<file path="src/rtl/instr_fetch_unit_if.sv">
// Fetch stage bundle: imem request/response, redirect input and the decode-side
// instruction handshake.
interface instr_fetch_unit_if;
    logic        imem_req_valid;
    logic        imem_req_ready;
    logic [31:0] imem_req_addr;
    logic        imem_rsp_valid;
    logic [31:0] imem_rsp_data;
    logic        redirect_valid;
    logic [31:0] redirect_pc;
    logic        instr_valid;
    logic        instr_ready;
    logic [31:0] instr;
    logic [31:0] instr_pc;
    logic [31:0] instr_pc_plus4;
    logic        misalign_err;

    modport master (
        output imem_req_valid,
        input  imem_req_ready,
        output imem_req_addr,
        input  imem_rsp_valid,
        input  imem_rsp_data,
        input  redirect_valid,
        input  redirect_pc,
        output instr_valid,
        input  instr_ready,
        output instr,
        output instr_pc,
        output instr_pc_plus4,
        output misalign_err
    );

    modport slave (
        input  imem_req_valid,
        output imem_req_ready,
        input  imem_req_addr,
        output imem_rsp_valid,
        output imem_rsp_data,
        output redirect_valid,
        output redirect_pc,
        input  instr_valid,
        output instr_ready,
        input  instr,
        input  instr_pc,
        input  instr_pc_plus4,
        input  misalign_err
    );
endinterface

</file>
<file path="src/rtl/instr_fetch_unit.sv">
// Fetch stage: owns the PC, keeps one imem request outstanding and buffers
// returned words in a 2-entry queue towards decode.
module instr_fetch_unit #(
    parameter logic [31:0] RESET_PC = 32'h0000_0000,
    parameter logic [31:0] NOP_WORD = 32'h0000_0013
) (
    input  logic               clk,
    input  logic               rst,
    instr_fetch_unit_if.master bus
);
    typedef enum logic [1:0] {IDLE, REQ, WAIT, DROP} state_t;

    typedef struct packed {
        logic [31:0] data;
        logic [31:0] pc;
    } qent_t;

    state_t      state, state_nxt;
    logic [31:0] fetch_pc;
    logic [31:0] req_pc;
    qent_t       q [2];
    logic        rd_ptr, wr_ptr;
    logic [1:0]  count;
    logic        mis_q;
    logic        redir, inflight, acc, push, pop;
    logic [2:0]  credit;

    assign redir    = bus.redirect_valid;
    assign inflight = (state == WAIT) || (state == DROP);
    assign credit   = {1'b0, count} + {2'b00, inflight};

    assign bus.imem_req_valid = (state == REQ) && (credit < 3'd2);
    assign bus.imem_req_addr  = {fetch_pc[31:2], 2'b00};
    assign acc  = bus.imem_req_valid && bus.imem_req_ready;
    // A response racing a redirect belongs to the old path and is discarded.
    assign push = (state == WAIT) && bus.imem_rsp_valid && !redir;

    assign bus.instr_valid    = (count != 2'd0);
    assign pop                = bus.instr_valid && bus.instr_ready;
    assign bus.instr          = bus.instr_valid ? q[rd_ptr].data : NOP_WORD;
    assign bus.instr_pc       = bus.instr_valid ? q[rd_ptr].pc : 32'h0;
    assign bus.instr_pc_plus4 = bus.instr_pc + 32'd4;
    assign bus.misalign_err   = mis_q;

    always_comb begin
        state_nxt = state;
        unique case (state)
            IDLE: state_nxt = REQ;
            REQ: begin
                if (acc) state_nxt = redir ? DROP : WAIT;
            end
            WAIT: begin
                if (bus.imem_rsp_valid) state_nxt = REQ;
                else if (redir)         state_nxt = DROP;
            end
            DROP: begin
                if (bus.imem_rsp_valid) state_nxt = REQ;
            end
            default: state_nxt = IDLE;
        endcase
    end

    always_ff @(posedge clk or posedge rst) begin
        if (rst) begin
            state    <= IDLE;
            fetch_pc <= RESET_PC;
            req_pc   <= 32'h0;
            mis_q    <= 1'b0;
        end else begin
            state <= state_nxt;
            mis_q <= redir && (bus.redirect_pc[1:0] != 2'b00);
            if (redir)    fetch_pc <= {bus.redirect_pc[31:2], 2'b00};
            else if (acc) fetch_pc <= fetch_pc + 32'd4;
            if (acc)      req_pc <= {fetch_pc[31:2], 2'b00};
        end
    end

    always_ff @(posedge clk or posedge rst) begin
        if (rst) begin
            count  <= 2'd0;
            rd_ptr <= 1'b0;
            wr_ptr <= 1'b0;
            q[0]   <= '0;
            q[1]   <= '0;
        end else if (redir) begin
            count  <= 2'd0;
            rd_ptr <= 1'b0;
            wr_ptr <= 1'b0;
        end else begin
            if (push) begin
                q[wr_ptr] <= '{data: bus.imem_rsp_data, pc: req_pc};
                wr_ptr    <= ~wr_ptr;
            end
            if (pop) rd_ptr <= ~rd_ptr;
            if (push && !pop)      count <= count + 2'd1;
            else if (!push && pop) count <= count - 2'd1;
        end
    end
endmodule

</file>
<file path="src/flat_wrapper.sv">
// flat-port wrapper written by rule: the top's interface ports become plain ports
module instr_fetch_unit_flat 
#(
    parameter logic [31:0] RESET_PC = 32'h0000_0000,
    parameter logic [31:0] NOP_WORD = 32'h0000_0013
)
  (clk, rst, bus_imem_req_valid, bus_imem_req_ready, bus_imem_req_addr, bus_imem_rsp_valid, bus_imem_rsp_data, bus_redirect_valid, bus_redirect_pc, bus_instr_valid, bus_instr_ready, bus_instr, bus_instr_pc, bus_instr_pc_plus4, bus_misalign_err);
  instr_fetch_unit_if bus_i ();
  input  logic clk;
  input  logic rst;
  output wire logic [$bits(bus_i.imem_req_valid)-1:0] bus_imem_req_valid;
  input wire logic [$bits(bus_i.imem_req_ready)-1:0] bus_imem_req_ready;
  output wire logic [$bits(bus_i.imem_req_addr)-1:0] bus_imem_req_addr;
  input wire logic [$bits(bus_i.imem_rsp_valid)-1:0] bus_imem_rsp_valid;
  input wire logic [$bits(bus_i.imem_rsp_data)-1:0] bus_imem_rsp_data;
  input wire logic [$bits(bus_i.redirect_valid)-1:0] bus_redirect_valid;
  input wire logic [$bits(bus_i.redirect_pc)-1:0] bus_redirect_pc;
  output wire logic [$bits(bus_i.instr_valid)-1:0] bus_instr_valid;
  input wire logic [$bits(bus_i.instr_ready)-1:0] bus_instr_ready;
  output wire logic [$bits(bus_i.instr)-1:0] bus_instr;
  output wire logic [$bits(bus_i.instr_pc)-1:0] bus_instr_pc;
  output wire logic [$bits(bus_i.instr_pc_plus4)-1:0] bus_instr_pc_plus4;
  output wire logic [$bits(bus_i.misalign_err)-1:0] bus_misalign_err;
  assign bus_imem_req_valid = bus_i.imem_req_valid;
  assign bus_i.imem_req_ready = bus_imem_req_ready;
  assign bus_imem_req_addr = bus_i.imem_req_addr;
  assign bus_i.imem_rsp_valid = bus_imem_rsp_valid;
  assign bus_i.imem_rsp_data = bus_imem_rsp_data;
  assign bus_i.redirect_valid = bus_redirect_valid;
  assign bus_i.redirect_pc = bus_redirect_pc;
  assign bus_instr_valid = bus_i.instr_valid;
  assign bus_i.instr_ready = bus_instr_ready;
  assign bus_instr = bus_i.instr;
  assign bus_instr_pc = bus_i.instr_pc;
  assign bus_instr_pc_plus4 = bus_i.instr_pc_plus4;
  assign bus_misalign_err = bus_i.misalign_err;
  instr_fetch_unit #(.RESET_PC(RESET_PC), .NOP_WORD(NOP_WORD)) u_core (.clk(clk), .rst(rst), .bus(bus_i));
endmodule
</file>
<file path="config.mk">
export PLATFORM = sky130hd
export DESIGN_NAME = instr_fetch_unit_flat
export DESIGN_NICKNAME = d
export VERILOG_FILES = /design/src/rtl/instr_fetch_unit_if.sv /design/src/rtl/instr_fetch_unit.sv /design/src/flat_wrapper.sv
export SDC_FILE = /design/constraint.sdc
export NUM_CORES = 1
export LEC_CHECK = 0
export BUFFER_PORTS_ARGS = -buffer_cell sky130_fd_sc_hd__buf_2
export CAP_MARGIN = 10
export CORE_AREA = 10 10 150 152
export DETAILED_ROUTE_END_ITERATION = 8
export DIE_AREA = 0 0 160 162
export GPL_ROUTABILITY_DRIVEN = 0
export GPL_TIMING_DRIVEN = 0
export PLACE_DENSITY_LB_ADDON = 0.25
export SLEW_MARGIN = 25
export SYNTH_ARGS = -nofsm -noshare
export SYNTH_HDL_FRONTEND = slang
export SYNTH_SLANG_ARGS = --single-unit
</file>
<file path="constraint.sdc">
create_clock -name clk -period 5.5 [get_ports clk]
set_clock_uncertainty 0.05 [all_clocks]
set_input_delay 0.275 -clock clk [delete_from_list [all_inputs] [get_ports clk]]
set_output_delay 0.275 -clock clk [all_outputs]
set_load 0.01 [all_outputs]
</file>
# Yosys cells after proc, flatten, opt, wreduce, memory -nomap -nowiden
# Index checks and enable logic that the tools add are counted.
# totals
mem_bits_ro,0
mem_bits_rw,0
input_bits,70
reg_bits,197
wordCells,76
latchBits,0
mem_count,0
# op_classes
n_eq_ne,6
n_lt_le_gt_ge,4
reduce_logical,22
addsub,5
n_div,0
shift,0
n_bitwise,5
mux,23
multipliers,0
# ops
op,count
$mux W64,4
$bwmux W128,1
$mux W32,4
$add A32 B3 Y32 const B,2
$demux W64 S1,1
$mux W2,7
$reduce_bool A2 Y1,5
$logic_and A1 B1 Y1,9
$pmux W2 S4,1
$mux W1,5
$eq A2 B2 Y1 const B,2
$ge A2 B2 Y1 const B,2
$not A1 Y2,2
$add A2 B1 Y3,1
$logic_not A1 Y1,3
$lt A3 B2 Y1 const B,1
$ne A3 B3 Y1 const B,1
$not A1 Y1,3
$reduce_and A3 Y1,1
$reduce_bool A3 Y1,1
$add A2 B1 Y2 const B,1
$eq A2 B1 Y1 const B,1
$logic_not A2 Y1,1
$lt A2 B1 Y1 const B,1
other kinds (5),5

# Longest topological paths before layout
# Gate-level depths: netlist of the first run.
# depth
word_depth,8
depth_mapped,12
mapped_depth_nobuf,9

# Worst setup path before layout of the first run
# Ideal clock, no wire load.
# synth_path
path_kind,register to output
from,register u_core.rd_ptr
to,output bus_instr_pc_plus4[16]
arrival_ns,2.872
setup_slack_ns,2.303
stages_incl_launch_ff,13
path_cell_list,dfrtp_1 buf_6 buf_6 buf_4 buf_2 buf_2 mux2i_1 nor2_1 ha_1 nor3b_2 nand4_4 nor4_2 xor2_1
# synth_between
elab_chain_len,6
# synth_lines
element,line,rtl
from (decl),instr_fetch_unit.sv:22,"logic rd_ptr, wr_ptr;"
from (signal assigned),instr_fetch_unit.sv:94,if (pop) rd_ptr <= ~rd_ptr;
$not A1 Y2 (not written as such),instr_fetch_unit.sv:41,assign bus.instr_pc = bus.instr_valid ? q[rd_ptr].pc : 32'h0;
$mux W64 (3 in series),n/a,
$mux W32,instr_fetch_unit.sv:41,
via bus_instr_pc[3],flat_wrapper.sv:21,output wire logic [$bits(bus_i.instr_pc)-1:0] bus_instr_pc;
$add A32 B3 Y32,instr_fetch_unit.sv:42,assign bus.instr_pc_plus4 = bus.instr_pc + 32'd4;
to (decl),flat_wrapper.sv:22,output wire logic [$bits(bus_i.instr_pc_plus4)-1:0] bus_instr_pc_plus4;
# The timed path passes the listed nets, and every way through them passes these cells. The select of a mux whose other input is x is not followed.

# Final worst setup path of the first run
# layout_path
from,register u_core.rd_ptr
to,output bus_instr_pc_plus4[18]
# layout_between
elab_chain_len,6
# layout_lines
element,line
$not A1 Y2 (not written as such),instr_fetch_unit.sv:41
$mux W64 (3 in series),n/a
$mux W32,instr_fetch_unit.sv:41
$add A32 B3 Y32,instr_fetch_unit.sv:42
# No other way between the ends. The select of a mux whose other input is x is not followed.

==> results.txt, run 1 <==
Die Wd = 160 um
Final nets = 1,129
Worst setup EP type = primary output
Detail Route Antenna Nets = 0
total wire length = 24,900 um
RSZ-0062 raised after global routing = false
Setup TNS Final = 0 ps
HP Class = input port to register
R2R setup slack = 3040 ps
Mapped Area = 9600 um2
Overflow after GRT = 0
Worst slew margin = 0.538
Post-CTS Setup Bufs = 0
endpoints failing hold = 0
Leakage = 5.55 nW
fin crit period = 4260 ps
first-pass GRT wire length = 40,500 um
Async SR Flop Fraction = 1.00
largest net degree at the start of global routing = 33
sequential-to-total area share from yosys stat = 0.498
Setup Viol. Count Final = 0
Syn-to-layout area delta = 22.0%
routed len/inst = 18.7 um
CTS root buf = clkbuf_16
via density per instance = 5.23
Core Rows = 51
CTS tree = yes
# resized after CTS = 0
Starting Density = 0.495
Max Cap Violations = 0
Setup Crit Path Kind = register to primary output
core area = 19,400 um2
Tcrit/Tclk final = 0.774
area leader, netlist = dfrtp_1
number of fill cells = 1,658
Detailed Place HPWL = 19,100 um
Detailed Route Iter0 Violations = 342
Worst Setup Slack, final = 1240 ps
Worst-path clk slew = 70 ps
Total GRT Usage = 0.193
Chip Height = 162 um
Post-CTS Hold Fix Bufs = 8
via count = 6,970
critical path, cell by cell = buf_6 -> buf_6 -> buf_4 -> buf_2 -> buf_2 -> mux2i_1 -> nor2_1 -> ha_1 -> nor3b_2 -> nand4_4 -> nor4_2 -> xor2_1 -> buf_2
worst-margin pin slew = 693 ps
Num Clock Sinks = 191
IO Pins = 201
CP max stage delay = 390 ps
Clk Latency, worst-skew pair = 420 ps
synth top area cells = dfrtp_1, mux2_2, mux2i_1
slowest CP cell = buf_2
initial antenna violation count = 2
post-synth cell types = 47
share of post-route cells with drive strength above 1 = 0.405
synthesized area per cell = 11.7 um2
pins over their slew limit = 0
vias in the first global route = 7,278
Die ar. = 25,900 um2
crit path max fanout = 10
synth warn = 0
Yosys reg bits = 191
Mapped Cells = 822
CTS Buffer Depth = 2
port bufs = 193
Required @ worst endpoint = 5180 ps
Peak Freq = 0.235 GHz
total CTS buffers = 17
worst path arrival time = 3930 ps
outcome = completed
DR pass1 iterations = 5
H-Tree Level Count = 4
most frequent CP cell = buf_2
PwrDens = 371 nW/um2
Main synth FF type = dfrtp_1
Post-synth EDFFs = 0
pre-CTS setup slack = 1660 ps
DRC viols = 0
Worst IR Drop VDD = 0.245 mV
Total Power = 0.00434 W
Yosys top cell area share = 0.498
Finished Core Util = 0.604
Startpoint Class = register
==> worst paths after layout <==
check | end | depth (start not counted) | start
setup / recovery | bus_instr_pc_plus4[18] | 13 | u_core.rd_ptr
hold / removal | u_core.fetch_pc[5] | 3 | bus_redirect_pc[5]
setup reg to reg | u_core.q[102] | 6 | u_core.state[0]
hold reg to reg | u_core.q[86] | 1 | u_core.q[86]
max in group asynchronous | u_core.req_pc[5] | 7 | rst
min in group asynchronous | u_core.q[121] | 3 | rst
==> where the power goes <==
group	internal [W]	total, W	leakage, nW	switching [W]
clock	0.000638	0.00117	0.251	0.000537
sequential	0.00181	0.00214	2.47	0.000326
combinational	0.000550	0.00103	2.83	0.000477
==> metal layers <==
metal	vias to the layer above	part of all wire	GRT usage
li1	3350	-	-
met1	3404	0.47	0.265
met2	190	0.46	0.301
met3	24	0.056	0.0463
met4	2	0.013	0.0480
met5	-	0.00040	0
==> cells in the final DEF, fill, tap and decap left out, types with 7 or more instances in the layout <==
cell type,n
buf_4,8
xor2_1,28
clkbuf_1,16
nand3b_1,7
nor3_1,16
mux2_1,8
inv_1,12
clkbuf_16,17
mux2_2,147
xnor2_1,31
nand4_1,12
nand3_1,22
a21oi_1,7
dlygate4sd3_1,8
nor4_1,11
o21ai_0,29
nor2_1,75
clkinvlp_4,8
nand2_1,63
dfrtp_1,191
buf_2,215
mux2i_1,62
==> flip-flops by register name (all words and copies together), names as in the netlist <==
| signal | flops |
|---|---|
| u_core.req_pc | 30 |
| u_core.rd_ptr | 1 |
| u_core.wr_ptr | 1 |
| u_core.q | 124 |
| u_core.bus.misalign_err | 1 |
| u_core.state | 2 |
| u_core.fetch_pc | 30 |
| u_core.count | 2 |
==> cells in the mapped netlist, drive strengths merged (16+ instances only) <==
cell type and instances:
xnor2 31, buf 35, xor2 28, o21ai 34, mux2i 62, mux2 155, nor4 16, nand2 63
nor3 17, nor2 76, dfrtp 191, nand3 24
==> layout make-up <==
cell class              count  area (um2)  area share
diodes                      1        2.50    0.000214
multi-input cells         574        4520       0.386
repair buffers            208        1190       0.102
well taps                 265         332      0.0283
inverters                  13        52.6     0.00449
clock buffers              20         447      0.0382
clock inverters            12         114     0.00973
flip-flops and latches    191        4780       0.408
plain buffers              49         264      0.0225
==> worst max-delay path: cells and delay by family, from the launching register on <==
kind / cells / cell delay, ps
AND/OR/NAND/NOR: 4 / 1100
XOR/XNOR: 1 / 170
buffers and inverters: 6 / 1490
adder cells (fa/ha/maj): 1 / 240
multiplexers: 1 / 120
flip-flops: 1 / 380
==> metrics by stage <==
| step | cell area (um2) | hold slack [ps] | instances |
|---|---|---|---|
| after global placement | 10900 | 419 | 1285 |
| after global routing | 11700 | 11.9 | 1332 |
| after floorplan | 9620 | 346 | 827 |
| final | 11700 | 15.0 | 1333 |
| after detailed placement | 11100 | 206 | 1292 |
| after CTS | 11700 | 1.12 | 1332 |
==> kinds of logic (layout without fill, tap and decap cells) <==
family,Yosys count,after routing,synth area share
other,1,7,0.000391
buffers and inverters,62,302,0.0326
and+or+nand+nor,235,235,0.127
AOI/OAI and AO/OA,52,52,0.0348
xor gates and xnor gates,59,59,0.0538
adders and majority gates,5,5,0.00652
muxes,217,217,0.247
DFF,191,191,0.498
Note: power is estimated with default switching activity, not from simulation.
==> run 2: changes to the inputs <==
==> constraint.sdc (replaced) <==
create_clock -name clk -period 3.55 [get_ports clk]
set_clock_uncertainty 0.05 [all_clocks]
set_input_delay 0.1775 -clock clk [delete_from_list [all_inputs] [get_ports clk]]
set_output_delay 0.1775 -clock clk [all_outputs]
set_load 0.01 [all_outputs]
==> results.txt, run 2 (synthesis gave the netlist of run 1 again) <==
Starting Density = 0.495 (unchanged)
Overflow after GRT = 0 (unchanged)
first-pass GRT wire length = 42,100 um (+3.8%)
Chip Height = 162 um (unchanged)
IO Pins = 201 (unchanged)
initial antenna violation count = 2 (unchanged)
slowest CP cell = dfrtp_1
Max Cap Violations = 0 (unchanged)
most frequent CP cell = buf_4
Final nets = 1,183 (+4.8%)
number of fill cells = 1,573 (-5.1%)
CP delay by family, top = buffers and inverters
Tcrit/Tclk final = 0.940
largest net degree at the start of global routing = 33 (unchanged)
Die Wd = 160 um (unchanged)
most frequent cells in the layout = buf_2, dfrtp_1, mux2_2
pins over their slew limit = 0 (unchanged)
Critical path buffers and inverters = 6 (unchanged)
port bufs = 193 (unchanged)
endpoints failing hold = 0 (unchanged)
Biggest register = u_core.q
Leakage = 5.80 nW (+4.5%)
Largest register FFs = 124 (unchanged)
core area = 19,400 um2 (unchanged)
Worst-path clk slew = 60 ps (about the same)
vias in the first global route = 7,545 (+3.7%)
Detailed Place HPWL = 19,100 um (unchanged)
via count = 7,221 (+3.6%)
Peak Freq = 0.300 GHz
worst-margin pin slew = 693 ps (-0.620 ps)
worst path arrival time = 3110 ps (-820 ps)
crit path max fanout = 19 (+9)
total CTS buffers = 17 (unchanged)
CTS root buf = clkbuf_16
placed cells = 1,292 (unchanged)
Total GRT Usage = 0.200 (+0.00735)
CP Capture Point = bus_instr_pc_plus4[20]
Syn-to-layout area delta = 28.3%
DRC viols = 0 (unchanged)
Core Rows = 51 (unchanged)
area occupied by multi-input gates = 4560 um2 (+0.75%)
routed len/inst = 18.5 um (-0.75%)
Worst Setup SP = u_core.count[1]
Hold Crit Depth = 4 (+1)
share of post-route cells with drive strength above 1 = 0.386 (-0.0186)
Clk Latency, worst-skew pair = 420 ps (about the same)
R2R setup slack = 1090 ps (-1950 ps)
Die ar. = 25,900 um2 (unchanged)
critical path, cell by cell = clkbuf_4 -> nor2_4 -> buf_4 -> clkinvlp_4 -> nand2_1 -> inv_1 -> ha_2 -> nor3b_4 -> nand4_4 -> buf_4 -> nor2_1 -> xor2_1 -> buf_2
Largest regs = u_core.q: 124 flops, u_core.fetch_pc: 30 flops, u_core.req_pc: 30 flops
register area = 4780 um2 (about the same)
H-Tree Level Count = 4 (unchanged)
FF-to-FF Start = u_core.state[0]
Required @ worst endpoint = 3320 ps (-1860 ps)
RSZ-0062 raised after global routing = false
Worst setup EP type = primary output
Worst IR Drop VDD = 0.379 mV (+55%)
Non-Filler Instances = 1,387 (+4.1%)
outcome = completed
HP Class = input port to register
Worst slew margin = 0.538 (about the same)
Worst Reg-to-Reg Cells = 6 (unchanged)
via density per instance = 5.21 (-0.43%)
fin crit period = 3340 ps
CTS Buffer Depth = 2 (unchanged)
Startpoint Class = register
CTS tree = yes
Num Clock Sinks = 191 (unchanged)
critical path depth = 13 (unchanged)
hold slack = 81.3 ps (+66.2 ps)
commonest non-fill, non-tap cell in the layout = buf_2
FF-to-FF End = u_core.q[102]
CP max stage delay = 360 ps (-30 ps)
Detail Route Antenna Nets = 0 (unchanged)
DR pass1 iterations = 5 (unchanged)
Detailed Route Iter0 Violations = 372 (+8.8%)
total wire length = 25,700 um (+3.3%)
Setup Viol. Count Final = 0 (unchanged)
Setup Crit Path Kind = register to primary output
PwrDens = 552 nW/um2 (+49%)
Finished Core Util = 0.635 (+0.0313)
-- run 2: power by group --
part	switching [W]	leakage (nW)	internal [W]
Sequential	0.000511	2.47	0.00281
Combinational	0.000769	3.08	0.000894
Clock	0.000826	0.251	0.000988
Total	0.00211	5.80	0.00469
-- run 2: worst register-to-register path, cell delays in order (launching register included) --
cell	delay (ps)
dfrtp_1	400
inv_1	90
ha_1	270
nand2_1	200
nor3_2	560
buf_2	400
mux2_2	370
-- run 2: stage by stage --
| stage | area [um2] | total power (W) | setup slack [ps] | TNS (ps) |
|---|---|---|---|---|
| 2_1_floorplan | 9620 | 0.00436 | 451 | 0 |
| 6_report | 12300 | 0.00679 | 214 | 0 |
| 3_5_place_dp | 11100 | 0.00494 | -191 | -917 |
| 5_1_grt | 12300 | 0.00719 | 35.8 | 0 |
| 3_3_place_gp | 10900 | 0.00485 | -354 | -66090 |
| 4_1_cts | 12300 | 0.00683 | 29.8 | 0 |
-- run 2: worst min-delay path by stage --
stage | start | to | slack (ps)
finish | bus_instr_ready | u_core.rd_ptr | 80
global route | bus_instr_ready | u_core.rd_ptr | 100
CTS | bus_instr_ready | u_core.rd_ptr | 60
detailed placement | rst | u_core.q[121] | 110
global placement | bus_redirect_pc[25] | u_core.fetch_pc[25] | 330
floorplan | bus_redirect_pc[10] | u_core.fetch_pc[10] | 250
-- run 2: final cells by class --
type                    instances  share of cell area
clock buffers                  20              0.0363
flip-flops and latches        191               0.388
diodes                          1            0.000203
plain buffers                  44              0.0201
well taps                     265              0.0269
multi-input cells             574               0.370
clock inverters                12             0.00925
repair buffers                267               0.144
inverters                      13             0.00457
-- run 2: what timing repair did --
item,in CTS,in global routing
pin swaps,1,0
endpoints found under the setup margin,13,9
resized for setup,8,5
hold buffers,65,0
endpoints found under the hold margin,157,0
buffers inserted,2,0
-- run 2: per-layer routing --
metal,global-route usage,vias to the layer above,routed length [um]
met5,0,-,10
met4,0.0538,2,416
met3,0.0495,35,1470
met2,0.317,207,12000
met1,0.268,3520,11800
li1,-,3457,-
==> run 3: changes to the inputs <==
--- a/config.mk
+++ b/config.mk
@@ -11,7 +11,7 @@
 export DETAILED_ROUTE_END_ITERATION = 8
 export DIE_AREA = 0 0 160 162
 export GPL_ROUTABILITY_DRIVEN = 0
-export GPL_TIMING_DRIVEN = 0
+export GPL_TIMING_DRIVEN = 1
 export PLACE_DENSITY_LB_ADDON = 0.25
 export SLEW_MARGIN = 25
 export SYNTH_ARGS = -nofsm -noshare
==> results.txt, run 3 (synthesis gave the netlist of run 1 again) <==
outcome = completed
Required @ worst endpoint = 3320 ps (about the same)
endpoints failing hold = 0 (unchanged)
Post-CTS Setup Bufs = 0 (-2)
DR pass1 iterations = 5 (unchanged)
register area = 4780 um2 (about the same)
Syn-to-layout area delta = 25.2%
Core Rows = 51 (unchanged)
Worst Setup SP = u_core.rd_ptr
Detailed Route Iter0 Violations = 325 (-13%)
Detailed Place HPWL = 17,300 um (-9.4%)
CTS Buffer Depth = 2 (unchanged)
Detail Route Antenna Nets = 0 (unchanged)
fin crit period = 3190 ps (-144 ps)
Clk Latency, worst-skew pair = 420 ps (about the same)
Tcrit/Tclk final = 0.899 (-0.0406)
area occupied by multi-input gates = 4540 um2 (-0.44%)
Post-CTS Hold Fix Bufs = 65 (unchanged)
Startpoint Class = register
post-route design area = 12,000 um2 (-2.5%)
worst path arrival time = 2960 ps (-150 ps)
Setup Viol. Count Final = 0 (unchanged)
IO Pins = 201 (unchanged)
crit path max fanout = 34 (+15)
DRC viols = 0 (unchanged)
Peak Freq = 0.313 GHz (+4.5%)
CTS tree = yes
Setup TNS Final = 0 ps (unchanged)
Chip Height = 162 um (unchanged)
port bufs = 194 (+0.52%)
Die ar. = 25,900 um2 (unchanged)
hold path start = bus_redirect_valid
placed cell areas = 10,800 um2 (-2.3%)
combinational share of power = 0.237 (-0.008)
Num Clock Sinks = 191 (unchanged)
Setup Crit Path Kind = register to primary output
pre-CTS setup slack = 777 ps (+968 ps)
total CTS buffers = 17 (unchanged)
first-pass GRT wire length = 39,000 um (-7.3%)
# resized after CTS = 0 (-8)
hold slack = 92.2 ps (+10.9 ps)
Total GRT Usage = 0.185 (-0.0153)
Biggest register = u_core.q
total wire length = 24,000 um (-6.5%)
most frequent cells in the layout = buf_2, dfrtp_1, mux2_2
Total Power = 0.00673 W (-0.98%)
Final nets = 1,144 (-3.3%)
CTS root buf = clkbuf_16
via density per instance = 5.22 (+0.17%)
Largest regs = u_core.q: 124 flops, u_core.fetch_pc: 30 flops, u_core.req_pc: 30 flops
switching power = 0.00202 W (-4.1%)
largest net degree at the start of global routing = 72 (+120%)
share of post-route cells with drive strength above 1 = 0.374 (-0.0118)
initial antenna violation count = 1 (-1)
via count = 7,009 (-2.9%)
RSZ-0062 raised after global routing = false
Die Wd = 160 um (unchanged)
Worst slew margin = 0.559 (+0.0207)
routed len/inst = 17.9 um (-3.5%)
vias in the first global route = 7,238 (-4.1%)
sequential share of power = 0.496 (+0.008)
core area = 19,400 um2 (unchanged)
Worst IR Drop VDD = 0.407 mV (+7.4%)
FF-to-FF Start = u_core.state[0]
H-Tree Level Count = 4 (unchanged)
commonest non-fill, non-tap cell in the layout = buf_2
Leakage = 5.64 nW (-2.7%)
Largest register FFs = 124 (unchanged)
Starting Density = 0.495 (unchanged)
worst-margin pin slew = 655 ps (-37.9 ps)
Worst setup EP type = primary output
HP Class = input port to register
clock power share = 0.267 (about the same)
Max Cap Violations = 0 (unchanged)
Antenna diodes = 0 (-1)
Worst Setup Slack, final = 358 ps (+144 ps)
Internal Power = 0.00471 W (+0.42%)
PwrDens = 560 nW/um2 (+1.5%)
number of fill cells = 1,655 (+5.2%)
Worst-path clk slew = 70 ps (about the same)
pins over their slew limit = 0 (unchanged)
Overflow after GRT = 0 (unchanged)
Switching Share = 0.300 (-0.00981)
run 3: cell count changes in the layout (fill, tap and decap cells not counted), sizes merged:
cell / previous run / this run
clkbuf: 35 / 24
buf: 231 / 207
clkinvlp: 9 / 1
diode: 1 / 0
clkinv: 3 / 4
run 3: layout make-up:
| class | instances | share of cell area |
|---|---|---|
| Clock buffer | 24 | 0.0409 |
| Clock inverter | 5 | 0.00479 |
| Inverter | 13 | 0.00438 |
| Multi-Input combinational cell | 574 | 0.378 |
| Sequential cell | 191 | 0.398 |
| Tap cell | 265 | 0.0276 |
| Timing Repair Buffer | 272 | 0.146 |
run 3: power by group through the flow:
stage	Combinational [W]	Clock, W	Sequential [W]
after floorplan	0.00120	0	0.00316
after global placement	0.00151	0	0.00334
after detailed placement	0.00155	0	0.00337
after CTS	0.00162	0.00184	0.00333
after global routing	0.00177	0.00192	0.00343
final	0.00159	0.00180	0.00334
run 3: critical path: stages, from the launching register on:
cell and delay, ps:
dfrtp_4 730, mux2_2 240, nand2_1 60, inv_1 100, ha_1 180, nor3b_2 320, nand4_4 260, nor4_2 320
xor2_1 160, buf_2 150
run 3: through the flow:
stage	util	cells
detailed placement	0.557	1250
CTS	0.619	1344
floorplan	-	827
global route	0.619	1344
global placement	0.557	1250
finish	0.619	1344
run 3: final timing paths:
check	to	slack, ps	cells past startpoint
max	bus_instr_pc_plus4[16]	360	9
max reg2reg	u_core.fetch_pc[23]	1100	7
min reg2reg	u_core.q[82]	440	1
max in group asynchronous	u_core.q[46]	2380	4
min	u_core.bus.misalign_err	90	3
min in group asynchronous	u_core.q[60]	220	3
run 3: per-layer routing:
layer | routed length, um | GRT usage | vias to the layer above
met3 | 1320 | 0.0437 | 25
met4 | 372 | 0.0588 | 2
met1 | 11300 | 0.249 | 3440
met2 | 11100 | 0.289 | 174
li1 | - | - | 3368
met5 | 7 | 0 | -
